[src/rtl/sgd_loss_pop_scheduler.sv]
`default_nettype none
// ============================================================================
// Module   : sgd_loss_pop_scheduler
// Brief    : Lock-step pop sequencer for the per-engine dot-product FIFOs and
//            the shared b FIFO that feed the loss stage. Pops only when every
//            source holds a sample and downstream has credit, enforces a
//            minimum pop-to-pop spacing, counts samples per run and flags
//            engine skew as a sticky diagnostic.
// Revision : 1.0 - initial release
// ============================================================================
module sgd_loss_pop_scheduler #(
    parameter int ENGINE_NUM   = 8,
    parameter int POP_GAP      = 8,
    parameter int CREDIT_MAX   = 16,
    parameter int SKEW_LIMIT_W = 16
) (
    input  logic                    clk,
    input  logic                    rst,
    input  logic                    start,
    input  logic [31:0]             num_samples,
    input  logic [SKEW_LIMIT_W-1:0] skew_limit,
    input  logic [ENGINE_NUM-1:0]   fifo_a_empty,
    input  logic                    fifo_b_empty,
    input  logic                    credit_return,
    output logic [ENGINE_NUM-1:0]   pop_a,
    output logic                    pop_b,
    output logic                    busy,
    output logic                    done,
    output logic                    skew_err,
    output logic [ENGINE_NUM-1:0]   skew_mask,
    output logic [31:0]             samples_popped
);

    localparam logic [2:0] c_ST_IDLE = 3'd0;
    localparam logic [2:0] c_ST_WAIT = 3'd1;
    localparam logic [2:0] c_ST_POP  = 3'd2;
    localparam logic [2:0] c_ST_GAP  = 3'd3;
    localparam logic [2:0] c_ST_FIN  = 3'd4;

    localparam int c_CRED_W = $clog2(CREDIT_MAX + 1);
    localparam logic [c_CRED_W-1:0] c_CRED_MAX = c_CRED_W'(CREDIT_MAX);

    // POP cycle + GAP cycles + one WAIT evaluation cycle span POP_GAP cycles,
    // so GAP itself lasts POP_GAP-2 cycles (counter loaded with POP_GAP-3).
    localparam logic [7:0] c_GAP_LOAD = (POP_GAP > 2) ? 8'(POP_GAP - 3) : 8'd0;
    localparam bit c_SKIP_GAP = (POP_GAP <= 2);

    logic [2:0]              r_state;
    logic [31:0]             r_num_samples;
    logic [31:0]             r_samples_popped;
    logic [7:0]              r_gap_cnt;
    logic [c_CRED_W-1:0]     r_credits;
    logic [SKEW_LIMIT_W-1:0] r_skew_cnt;
    logic                    r_pop;
    logic                    r_busy;
    logic                    r_done;
    logic                    r_skew_err;
    logic [ENGINE_NUM-1:0]   r_skew_mask;

    logic                    w_a_all_full;
    logic                    w_a_all_empty;
    logic                    w_partial;
    logic                    w_ready;
    logic                    w_last;
    logic                    w_in_wait;
    logic                    w_skew_inc;
    logic [SKEW_LIMIT_W-1:0] w_skew_next;
    logic                    w_skew_hit;
    logic                    w_cred_dec;

    assign w_a_all_full  = (fifo_a_empty == '0);
    assign w_a_all_empty = &fifo_a_empty;
    assign w_partial     = !w_a_all_full && !w_a_all_empty;
    assign w_ready       = w_a_all_full && !fifo_b_empty && (r_credits != '0);
    assign w_last        = ((r_samples_popped + 32'd1) == r_num_samples);
    assign w_in_wait     = (r_state == c_ST_WAIT);
    assign w_skew_inc    = w_in_wait && w_partial;
    assign w_skew_next   = (&r_skew_cnt) ? r_skew_cnt : (r_skew_cnt + 1'b1);
    // Capture only the first crossing so the mask shows the original culprits.
    assign w_skew_hit    = w_skew_inc && (skew_limit != '0) &&
                           (w_skew_next == skew_limit) && !r_skew_err;
    assign w_cred_dec    = (r_state == c_ST_POP);

    // Downstream credit tracking; survives runs because results drain after done.
    always_ff @(posedge clk or posedge rst) begin
        if (rst) begin
            r_credits <= c_CRED_MAX;
        end else if (w_cred_dec && !credit_return) begin
            r_credits <= r_credits - 1'b1;
        end else if (!w_cred_dec && credit_return && (r_credits != c_CRED_MAX)) begin
            r_credits <= r_credits + 1'b1;
        end
    end

    // Skew timer: counts consecutive WAIT cycles with a partial engine set.
    always_ff @(posedge clk or posedge rst) begin
        if (rst) begin
            r_skew_cnt <= '0;
        end else if (w_skew_inc) begin
            r_skew_cnt <= w_skew_next;
        end else begin
            r_skew_cnt <= '0;
        end
    end

    // Main sequencer with registered outputs.
    always_ff @(posedge clk or posedge rst) begin
        if (rst) begin
            r_state          <= c_ST_IDLE;
            r_num_samples    <= '0;
            r_samples_popped <= '0;
            r_gap_cnt        <= '0;
            r_pop            <= 1'b0;
            r_busy           <= 1'b0;
            r_done           <= 1'b0;
            r_skew_err       <= 1'b0;
            r_skew_mask      <= '0;
        end else begin
            r_pop  <= 1'b0;
            r_done <= 1'b0;
            case (r_state)
                c_ST_IDLE: begin
                    if (start) begin
                        r_num_samples    <= num_samples;
                        r_samples_popped <= '0;
                        r_skew_err       <= 1'b0;
                        r_skew_mask      <= '0;
                        r_busy           <= 1'b1;
                        if (num_samples == 32'd0) begin
                            r_state <= c_ST_FIN;
                            r_done  <= 1'b1;
                        end else begin
                            r_state <= c_ST_WAIT;
                        end
                    end
                end
                c_ST_WAIT: begin
                    if (w_skew_hit) begin
                        r_skew_err  <= 1'b1;
                        r_skew_mask <= fifo_a_empty;
                    end
                    if (w_ready) begin
                        r_state <= c_ST_POP;
                        r_pop   <= 1'b1;
                    end
                end
                c_ST_POP: begin
                    r_samples_popped <= r_samples_popped + 32'd1;
                    if (w_last) begin
                        r_state <= c_ST_FIN;
                        r_done  <= 1'b1;
                    end else if (c_SKIP_GAP) begin
                        r_state <= c_ST_WAIT;
                    end else begin
                        r_state   <= c_ST_GAP;
                        r_gap_cnt <= c_GAP_LOAD;
                    end
                end
                c_ST_GAP: begin
                    if (r_gap_cnt == 8'd0) begin
                        r_state <= c_ST_WAIT;
                    end else begin
                        r_gap_cnt <= r_gap_cnt - 8'd1;
                    end
                end
                c_ST_FIN: begin
                    r_busy  <= 1'b0;
                    r_state <= c_ST_IDLE;
                end
                default: begin
                    r_state <= c_ST_IDLE;
                    r_busy  <= 1'b0;
                end
            endcase
        end
    end

    assign pop_a          = {ENGINE_NUM{r_pop}};
    assign pop_b          = r_pop;
    assign busy           = r_busy;
    assign done           = r_done;
    assign skew_err       = r_skew_err;
    assign skew_mask      = r_skew_mask;
    assign samples_popped = r_samples_popped;

endmodule
`default_nettype wire

[config.mk]
export PLATFORM = sky130hd
export DESIGN_NAME = sgd_loss_pop_scheduler
export DESIGN_NICKNAME = d
export VERILOG_FILES = /design/src/rtl/sgd_loss_pop_scheduler.sv
export SDC_FILE = /design/constraint.sdc
export NUM_CORES = 1
export LEC_CHECK = 0
export BUFFER_PORTS_ARGS = -buffer_cell sky130_fd_sc_hd__buf_2
export CAP_MARGIN = 10
export CORE_MARGIN = 2
export CORE_UTILIZATION = 25
export CTS_CLUSTER_DIAMETER = 200
export DETAILED_ROUTE_END_ITERATION = 10
export PLACE_DENSITY_LB_ADDON = 0.3
export SETUP_SLACK_MARGIN = 0.2
export SLEW_MARGIN = 10
export SYNTH_ARGS = -nofsm -noshare
export SYNTH_HDL_FRONTEND = slang
export SYNTH_SLANG_ARGS = --single-unit
[constraint.sdc]
create_clock -name clk -period 3.7 [get_ports clk]
set_input_delay 0.37 -clock clk [delete_from_list [all_inputs] [get_ports clk]]
set_output_delay 0.37 -clock clk [all_outputs]
set_load 0.05 [all_outputs]
======== Word level (Yosys, flattened, before mapping) ========
Index checks and enable logic that the tools add are counted.
storage, ports and cells
  input bits .............................. 61
  register bits ........................... 108
  output and inout bits ................... 52
cells by class
  mux-type cells .......................... 29
  equal/unequal tests ..................... 12
  add/subtract/negate cells ............... 5
  reduce and logical (&&, ||, !) cells .... 35
  bitwise gates (word level) .............. 1
operators by type and width
  operator                 count
  $pmux W32 S2             1
  $add A32 B1 Y32 const B  1
  $eq A32 B32 Y1           1
  $logic_not A32 Y1        1
  $mux W16                 2
  $mux W32                 1
  $mux W8                  4
  $pmux W8 S2              2
  $add A16 B1 Y16 const B  1
  $eq A16 B16 Y1           1
  $logic_not A8 Y1         2
  $reduce_and A16 Y1       1
  $reduce_bool A16 Y1      1
  $mux W3                  5
  $pmux W3 S4              1
  $logic_and A1 B1 Y1      10
  $mux W5                  2
  $ne A2 B2 Y1 const B     5
  $reduce_and A3 Y1        3
  $mux W1                  8
  $reduce_and A8 Y1        1
  $reduce_bool A2 Y1       4
  $sub A8 B1 Y8 const B    1
  $eq A3 B2 Y1 const B     2
  12 further kinds         21

======== Depth between registers and ports, before layout ========
Gate-level depths: netlist (run 1).
  depth in word-level cells ............... 9
  mapped depth ............................ 13

======== Worst setup path before layout (run 1) ========
Ideal clock, no wire load.
  path kind ............................... register to register
  start ................................... reg r_samples_popped[0] (netlist: samples_popped[0])
  end ..................................... reg r_state[1]
  data required time ...................... 3576 ps
  cell stages (with the launch flop) ...... 11
  slack ................................... 107 ps
  clock period less this slack ............ 3593 ps
  setup time .............................. 124 ps
  arrival time ............................ 3469 ps
  path through ............................ dfrtp_1 -> ha_1 -> and4_1 -> clkbuf_1 -> nand3_2 -> nor4_4 -> nand3_2 -> a2111o_1 -> or4_1 -> buf_2 -> a211o_1
between the ends
  cells in the longest elaborated chain, start to end .. 4
ends and longest elaborated chain
  element                   line  text
  start: declaration        50    logic [31:0] r_samples_popped;
  start signal: assignment  148   r_samples_popped <= r_samples_popped + 32'd1;
  $add A32 B1 Y32           75    assign w_last = ((r_samples_popped + 32'd1) == r_num_samples);
  $eq A32 B32 Y1            75
  $mux W3                   149   if (w_last) begin
  $pmux W3 S4               121   case (r_state)
  end signal: assignment    150   r_state <= c_ST_FIN;
  end signal: assignment    153   r_state <= c_ST_WAIT;
  end signal: assignment    155   r_state <= c_ST_GAP;
  end: declaration          48    logic [2:0] r_state;
No other way between the ends.
A chain may end at the register's enable or synchronous reset.

======== Worst setup path in the final report (run 1) ========
  start ................................... reg r_samples_popped[0] (netlist: samples_popped[0])
  end ..................................... reg r_state[0]
The elaborated chain is that of the path after synthesis.

==> out/summary.txt, run 1 <==
status - finished clean
placed insts - 1283
wirelength, routed - 23.5 mm
routability cong. - 0.885
# setup viols final - 0
initial core utilization - 0.253
pre-CTS setup slack - 0.200 ns
DRC - 0
synthesized netlist cell count - 813
most frequent cells in the layout - 112 x buf_2, 102 x dfrtp_1, 67 x nand2_1
main flop type after synthesis - dfrtp_1
crit path launch type - register
Worst setup EP type - register
WP data arrival - 3.52 ns
largest net degree at the start of global routing - 64
total CTS buffers - 9
setup slack after layout - 0.384 ns
worst hold margin - 0.186 ns
Final ANT Viol Nets - 0
Least-Margin Pin Slew - 1.05 ns
Synth Warn # - 0
Tmin final - 3.32 ns
clock root cell - clkbuf_16
Reg area - 2710 um2
Fin. Hold Viols - 0
clk sink count - 108
first-pass GRT wire length - 37.1 mm
GRT Residual Overflow - 0
Power Density - 608 nW/um2
FF-to-FF Start - samples_popped[0]$_DFFE_PP0P_
H-tree depth - 3
max_slew headroom - 0.297
total global-route track usage - 0.155
Post-synth EDFFs - 0
R2R depth - 10
Port Buf Inserts - 112
Syn Nets - 882
WS Path Type - reg2reg
DR WL/cell - 18.0 um
Max clock buf depth - 2
core area - 28600 um2
# fillers - 3037
final cell count without fillers - 1303
Die W - 174 um
CTS tree - done
initial antenna violation count - 0
Final Max Tran Viols - 0
Die ar. - 30300 um2
I/O pin count - 113
Setup Skew - 0.0155 ns
Final Cycle Share - 0.896
cell area after synthesis - 7230 um2
DRT iter0 DRCs - 475
reported max-cap violation count - 0
WP data required - 3.91 ns
max frequency - 302 MHz
DP HPWL - 17.6 mm
via count - 6646
Worst-Skew Late Latency - 0.37 ns
TritonRoute pass-1 iters - 7
multi-input logic area - 4240 um2
share of cells above drive strength 1 - 0.249
DR vias/cell - 5.10
Layout Utilization - 0.301
die height - 174 um
setup TNS - 0 ns
# diodes - 0
Mean Syn Cell Area - 8.90 um2
setup repair after global routing missed its margin - false
Row Count - 62
CTS Hold Buffers Added - 0
sequential fraction of the synthesis area - 0.374
static leakage - 3.47 nW
Area growth, synth to finish - 19.1%
Hold Crit Class - in2async
RR Endpoint - r_state[0]$_DFFE_PP0P_
most common cell after layout, fill and taps aside - buf_2
R2R setup slack - 0.38 ns
ys async rst share - 1.00
fin nets - 983
clk slew on worst S/H paths - 0.08 ns
vias in the first global route - 6488
crit-path max FO - 9
#FFs+latches synth - 108
worst vdd ir - 0.227 mV
Distinct cells, synth - 69
==> cells in the mapped netlist, types with 4 or more instances <==
master,number,area [um2]
a2111oi_0,6,52.6
a211oi_1,6,45.0
a21oi_1,42,210
a22o_1,14,123
a31oi_1,8,50.1
and2_1,10,62.6
and3_1,8,50.1
and4_1,9,78.8
buf_1,4,15.0
buf_2,7,35.0
buf_4,12,90.1
clkbuf_1,34,128
dfrtp_1,107,2680
ha_1,7,87.6
inv_1,19,71.3
mux2_2,39,439
mux2i_1,10,100
nand2_1,67,251
nand2b_1,6,37.5
nand3_1,23,115
nand4_1,30,188
nor2_1,55,206
nor2b_1,18,113
nor3_1,32,160
nor4_1,30,188
nor4b_1,4,35.0
o211ai_1,5,37.5
o21ai_0,48,240
o22ai_1,4,25.0
o31ai_1,11,82.6
o41ai_1,6,52.6
or3_1,10,62.6
or4_1,10,75.1
xnor2_1,41,359
xor2_1,22,193
==> metrics by stage <==
| stage | instance area (um2) | power (W) |
|---|---|---|
| final | 8610 | 0.00524 |
| after global routing | 8610 | 0.00559 |
| after CTS | 8560 | 0.00526 |
| after detailed placement | 8260 | 0.00428 |
| after global placement | 8260 | 0.00426 |
| after floorplan | 7240 | 0.00359 |
==> power by group <==
part | total (W) | internal, W | switching [W]
clock network | 0.000957 | 0.000482 | 0.000475
registers | 0.00188 | 0.00151 | 0.000369
logic | 0.00240 | 0.000913 | 0.00149
==> timing repair <==
item | in CTS | in global routing
pin swaps | 1 | 4
setup endpoints to repair | 1 | 18
resized for setup | 0 | 12
setup buffers | 2 | 2
gates cloned | 0 | 0
==> critical path: stages, from the launching register on <==
cell,delay (ns)
dfrtp_2,0.44
ha_2,0.26
and4_2,0.31
nand3_2,0.14
buf_4,0.20
o21a_1,0.20
or4bb_1,0.54
nor4b_1,0.32
nand4_1,0.22
nor4b_4,0.43
o41ai_1,0.10
==> registers in the layout (all words and copies together), names as in the netlist <==
signal and flops:
r_num_samples 32, skew_err 1, r_gap_cnt 8, skew_mask 8, r_state 3, r_credits 5
pop_b 1, busy 1, samples_popped 32, r_skew_cnt 16, done 1
==> worst max path at each step <==
stage / slack (ns) / start / endpoint / cells after the start
final: 0.38 / samples_popped[0]$_DFFE_PP0P_ / r_state[0]$_DFFE_PP0P_ / 10
after CTS: 0.20 / samples_popped[15]$_DFFE_PP0P_ / r_state[1]$_DFFE_PP0P_ / 9
after floorplan: 0.20 / samples_popped[7]$_DFFE_PP0P_ / r_state[1]$_DFFE_PP0P_ / 11
after global placement: 0.23 / samples_popped[15]$_DFFE_PP0P_ / r_state[1]$_DFFE_PP0P_ / 7
after global routing: 0.22 / samples_popped[17]$_DFFE_PP0P_ / r_state[1]$_DFFE_PP0P_ / 9
after detailed placement: 0.20 / samples_popped[15]$_DFFE_PP0P_ / r_state[1]$_DFFE_PP0P_ / 7
==> cell families (layout without fill, tap and decap cells) <==
family                     count (synthesis)  in the layout  synth area share
muxes                                     49             49            0.0745
adders and majority gates                  8              8            0.0149
and+or+nand+nor                          329            329             0.250
xor gates and xnor gates                  64             64            0.0794
buffers and inverters                     78            184            0.0481
DFF                                      108            108             0.374
AOI/OAI and AO/OA                        177            177             0.159
==> final cells by class <==
type | count | share of cell area
repair buffers | 148 | 0.0964
inverters | 20 | 0.00901
multi-input cells | 627 | 0.492
well taps | 384 | 0.0558
flip-flops and latches | 108 | 0.315
clock inverters | 4 | 0.00392
clock buffers | 12 | 0.0286
==> routing by layer <==
| metal | wire length [um] | track usage |
|---|---|---|
| met5 | 0 | 0 |
| met4 | 388 | 0.0438 |
| met3 | 1090 | 0.0278 |
| met2 | 11300 | 0.261 |
| met1 | 10600 | 0.203 |
Note: power is estimated with default switching activity, not from simulation.
==> inputs of run 2 (changes only) <==
==> constraint.sdc (replaced) <==
create_clock -name clk -period 3.7 [get_ports clk]
set_input_delay 0.555 -clock clk [delete_from_list [all_inputs] [get_ports clk]]
set_output_delay 0.555 -clock clk [all_outputs]
set_load 0.05 [all_outputs]
==> run 2 against run 1 <==
Compared with the run above: sequential power is essentially flat; critical path depth shrank 2; cell area shrank 0.45%; total power grew 0.28%; die area is the same; clock power grew 2.2%; final cell count shrank 0.38%; highest routed layer unchanged.
==> out/summary.txt, run 2 (synthesis results as in run 1) <==
GRT Residual Overflow - 0
WP data arrival - 3.57 ns
share of cells above drive strength 1 - 0.241
CTS Hold Buffers Added - 0
max frequency - 301 MHz
fin nets - 978
WP data required - 3.94 ns
DRC - 0
DR vias/cell - 5.13
clock root cell - clkbuf_16
reported max-cap violation count - 0
I/O pin count - 113
clk slew on worst S/H paths - 0.08 ns
WS Path Type - reg2reg
R2R setup slack - 0.38 ns
DP HPWL - 17.5 mm
pre-CTS setup slack - 0.232 ns
crit path launch type - register
initial antenna violation count - 0
Least-Margin Pin Slew - 1.06 ns
# fillers - 3042
# diodes - 0
Max clock buf depth - 2
Row Count - 62
Hold Crit Class - in2async
routability cong. - 0.900
Die ar. - 30300 um2
DR WL/cell - 17.7 um
H-tree depth - 3
static leakage - 3.46 nW
max_slew headroom - 0.293
die height - 174 um
Port Buf Inserts - 112
worst hold margin - 0.326 ns
Area growth, synth to finish - 18.5%
Final ANT Viol Nets - 0
via count - 6655
DRT iter0 DRCs - 516
# setup viols final - 0
Layout Utilization - 0.300
total CTS buffers - 9
most common cell after layout, fill and taps aside - buf_2
Worst-Skew Late Latency - 0.36 ns
Final Cycle Share - 0.898
largest net degree at the start of global routing - 78
Tmin final - 3.32 ns
setup slack after layout - 0.376 ns
core area - 28600 um2
FF-to-FF Start - samples_popped[12]$_DFFE_PP0P_
crit-path max FO - 7
wirelength, routed - 23.0 mm
most frequent cells in the layout - 112 x buf_2, 103 x dfrtp_1, 67 x nand2_1
Worst setup EP type - register
worst vdd ir - 0.211 mV
Fin. Hold Viols - 0
Final Max Tran Viols - 0
TritonRoute pass-1 iters - 5
first-pass GRT wire length - 36.3 mm
Power Density - 612 nW/um2
setup TNS - 0 ns
initial core utilization - 0.253
vias in the first global route - 6299
Die W - 174 um
RR Endpoint - r_state[1]$_DFFE_PP0P_
total global-route track usage - 0.151
Setup Skew - 0.0130 ns
status - finished clean
setup repair after global routing missed its margin - true
CTS tree - done
R2R depth - 8
clk sink count - 108
==> run 2: changes by cell type in the layout (fill, tap and decap cells not counted), moves of 2 or more <==
cell / delta
a2111oi_0: +2
a2111oi_1: -2
buf_4: -6
inv_6: +2
nor4_1: +2
nor4_2: -2
==> run 2: where the power goes <==
part | internal (W) | total (W) | switching (W)
Combinational | 0.000918 | 0.00240 | 0.00148
Clock | 0.000486 | 0.000978 | 0.000492
Sequential | 0.00151 | 0.00187 | 0.000364
Total | 0.00291 | 0.00525 | 0.00234
==> run 2: critical path, stage by stage, from the launching register on <==
cell and delay [ns]:
dfrtp_1 0.48, nand3_2 0.15, or4_1 0.70, nor4_4 0.29, buf_4 0.18, nand3_2 0.10
a2111o_1 0.45, or4_4 0.56, a211o_1 0.28
==> run 2: through the flow <==
stage,std cells,instance area [um2],total power (W)
finish,1298,8580,0.00525
global route,1298,8580,0.00560
floorplan,813,7240,0.00359
detailed placement,1281,8260,0.00430
global placement,1281,8260,0.00429
CTS,1297,8540,0.00530
==> run 2: worst max path at each step <==
stage | from | end | slack [ns]
6_report | samples_popped[12]$_DFFE_PP0P_ | r_state[1]$_DFFE_PP0P_ | 0.38
3_3_place_gp | samples_popped[14]$_DFFE_PP0P_ | r_state[1]$_DFFE_PP0P_ | 0.29
3_5_place_dp | samples_popped[14]$_DFFE_PP0P_ | r_state[1]$_DFFE_PP0P_ | 0.23
2_1_floorplan | samples_popped[1]$_DFFE_PP0P_ | r_state[1]$_DFFE_PP0P_ | 0.15
5_1_grt | r_skew_cnt[0]$_DFF_PP0_ | skew_mask[5]$_DFFE_PP0P_ | 0.20
4_1_cts | samples_popped[14]$_DFFE_PP0P_ | r_state[1]$_DFFE_PP0P_ | 0.22
==> run 2: layer usage <==
layer,vias up,global-route usage,share of wire
met4,0,0.0420,0.019
met1,3245,0.197,0.45
li1,3201,-,-
met2,178,0.257,0.49
met5,-,0,0
met3,31,0.0276,0.048
==> run 2: layout make-up <==
class | count | area [um2] | share of cell area
multi-input combinational | 627 | 4220 | 0.492
tap | 384 | 480 | 0.0560
sequential | 108 | 2710 | 0.316
timing repair buffer | 143 | 806 | 0.0940
clock inverter | 5 | 41.3 | 0.00481
inverter | 20 | 78.8 | 0.00919
clock buffer | 11 | 243 | 0.0283
==> run 2: repair_timing <==
item | CTS | global route
gates resized for setup | 0 | 7
setup endpoints to repair | 0 | 15
setup buffers | 0 | 1
==> inputs of run 3 (changes only) <==
--- a/config.mk
+++ b/config.mk
@@ -11,6 +11,7 @@
 export CORE_UTILIZATION = 25
 export CTS_CLUSTER_DIAMETER = 200
 export DETAILED_ROUTE_END_ITERATION = 10
+export GPL_TIMING_DRIVEN = 0
 export PLACE_DENSITY_LB_ADDON = 0.3
 export SETUP_SLACK_MARGIN = 0.2
 export SLEW_MARGIN = 10
==> run 3 against run 2 <==
Compared with the run above: wire length grew 4.9%; critical endpoint unchanged; non-clock buffer count grew 54; clock-buffer cell count up 1; hold slack lost 0.079 ns; worst setup slack worse by 0.092 ns; first-iteration DRC count is 16% higher; final cell count grew 4.2%; highest routed layer unchanged; clock power about the same; fmax decreased by 2.7%.
==> out/summary.txt, run 3 (synthesis results as in run 1) <==
Fin. Hold Viols - 0
WS Path Type - reg2reg
reported max-cap violation count - 0
# diodes - 0
DRC - 0
share of cells above drive strength 1 - 0.265
Final Max Tran Viols - 0
H-tree depth - 3
max_slew headroom - 0.337
WP data arrival - 3.66 ns
worst hold margin - 0.246 ns
Area growth, synth to finish - 23.9%
crit-path max FO - 8
Tmin final - 3.42 ns
pre-CTS setup slack - -0.151 ns
Power Density - 605 nW/um2
DP HPWL - 18.2 mm
wirelength, routed - 24.1 mm
initial antenna violation count - 0
Max clock buf depth - 2
Die W - 174 um
crit path launch type - register
clock root cell - clkbuf_16
largest net degree at the start of global routing - 33
clk slew on worst S/H paths - 0.08 ns
Final Cycle Share - 0.923
Final ANT Viol Nets - 0
# setup viols final - 0
Die ar. - 30300 um2
Worst setup EP type - register
Least-Margin Pin Slew - 0.986 ns
Worst-Skew Late Latency - 0.37 ns
DR vias/cell - 5.12
CTS tree - done
Row Count - 62
total CTS buffers - 9
setup slack after layout - 0.284 ns
vias in the first global route - 6561
first-pass GRT wire length - 37.5 mm
Hold Crit Class - in2async
Port Buf Inserts - 112
WP data required - 3.95 ns
max frequency - 293 MHz
static leakage - 3.64 nW
via count - 6926
die height - 174 um
Setup Skew - 0.0118 ns
worst vdd ir - 0.234 mV
TritonRoute pass-1 iters - 6
routability cong. - 0.921
Pwr Total - 0.00542 W
GRT Residual Overflow - 0
final cell count without fillers - 1352
core area - 28600 um2
placed insts - 1312
initial core utilization - 0.253
fin nets - 1032
most frequent cells in the layout - 117 x buf_2, 104 x dfrtp_1, 67 x nand2_1
DR WL/cell - 17.9 um
setup repair after global routing missed its margin - true
DRT iter0 DRCs - 601
status - finished clean
I/O pin count - 113
most common cell after layout, fill and taps aside - buf_2
clk sink count - 108
total global-route track usage - 0.158
run 3: cell type report:
cell class / instances / area, um2
Fill cell: 3042 / 19700
Multi-Input combinational cell: 627 / 4310
Sequential cell: 108 / 2710
Timing Repair Buffer: 139 / 801
Tap cell: 384 / 480
Buffer: 58 / 299
Clock buffer: 12 / 256
Inverter: 20 / 82.6
Clock inverter: 4 / 30.0
run 3: power by group:
part / switching, W / leakage, nW / internal [W]
logic: 0.00159 / 2.13 / 0.00100
registers: 0.000348 / 1.37 / 0.00151
clock network: 0.000478 / 0.140 / 0.000499
run 3: path summary, 6_finish.rpt:
check                                               start  cells after the start                            end  slack (ns)
setup reg to reg           samples_popped[11]$_DFFE_PP0P_                     11         r_state[1]$_DFFE_PP0P_        0.28
hold / removal                                        rst                      2   r_num_samples[8]$_DFFE_PP0P_        0.25
hold reg to reg                  r_credits[4]$_DFFE_PP1P_                      2       r_credits[4]$_DFFE_PP1P_        0.50
setup / recovery           samples_popped[11]$_DFFE_PP0P_                     11         r_state[1]$_DFFE_PP0P_        0.28
max in group asynchronous                             rst                      3  samples_popped[1]$_DFFE_PP0P_        2.90
min in group clk                           num_samples[5]                      2   r_num_samples[5]$_DFFE_PP0P_        0.43
run 3: through the flow:
step / instance area [um2] / TNS, ns / util
floorplan: 7240 / 0 / -
global placement: 8280 / -1.48 / 0.289
detailed placement: 8350 / -1.33 / 0.292
CTS: 8750 / 0 / 0.306
global route: 8960 / 0 / 0.313
finish: 8960 / 0 / 0.313
run 3: what timing repair did:
action / 4_1_cts / 5_1_grt
setup buffers: 11 / 13
hold buffers: 0 / 0
endpoints found under the setup margin: 21 / 21
endpoints found under the hold margin: 0 / 0
gates cloned: 0 / 0
resized for setup: 10 / 41
pin swaps: 5 / 9
run 3: worst max-delay path: stages (launching register included):
cell	delay, ns
dfrtp_1	0.37
buf_4	0.17
nand4_1	0.24
or4_1	0.46
clkbuf_2	0.17
or3_4	0.40
xnor2_2	0.18
nor4b_4	0.26
nand4_1	0.15
or4_4	0.44
clkbuf_4	0.19
a211o_1	0.26
run 3: layer usage:
metal | track usage | wire, um | up-vias
met3 | 0.0394 | 1570 | 34
li1 | - | - | 3308
met2 | 0.266 | 11700 | 236
met4 | 0.0389 | 444 | 0
met1 | 0.203 | 10500 | 3348
met5 | 0 | 0 | -
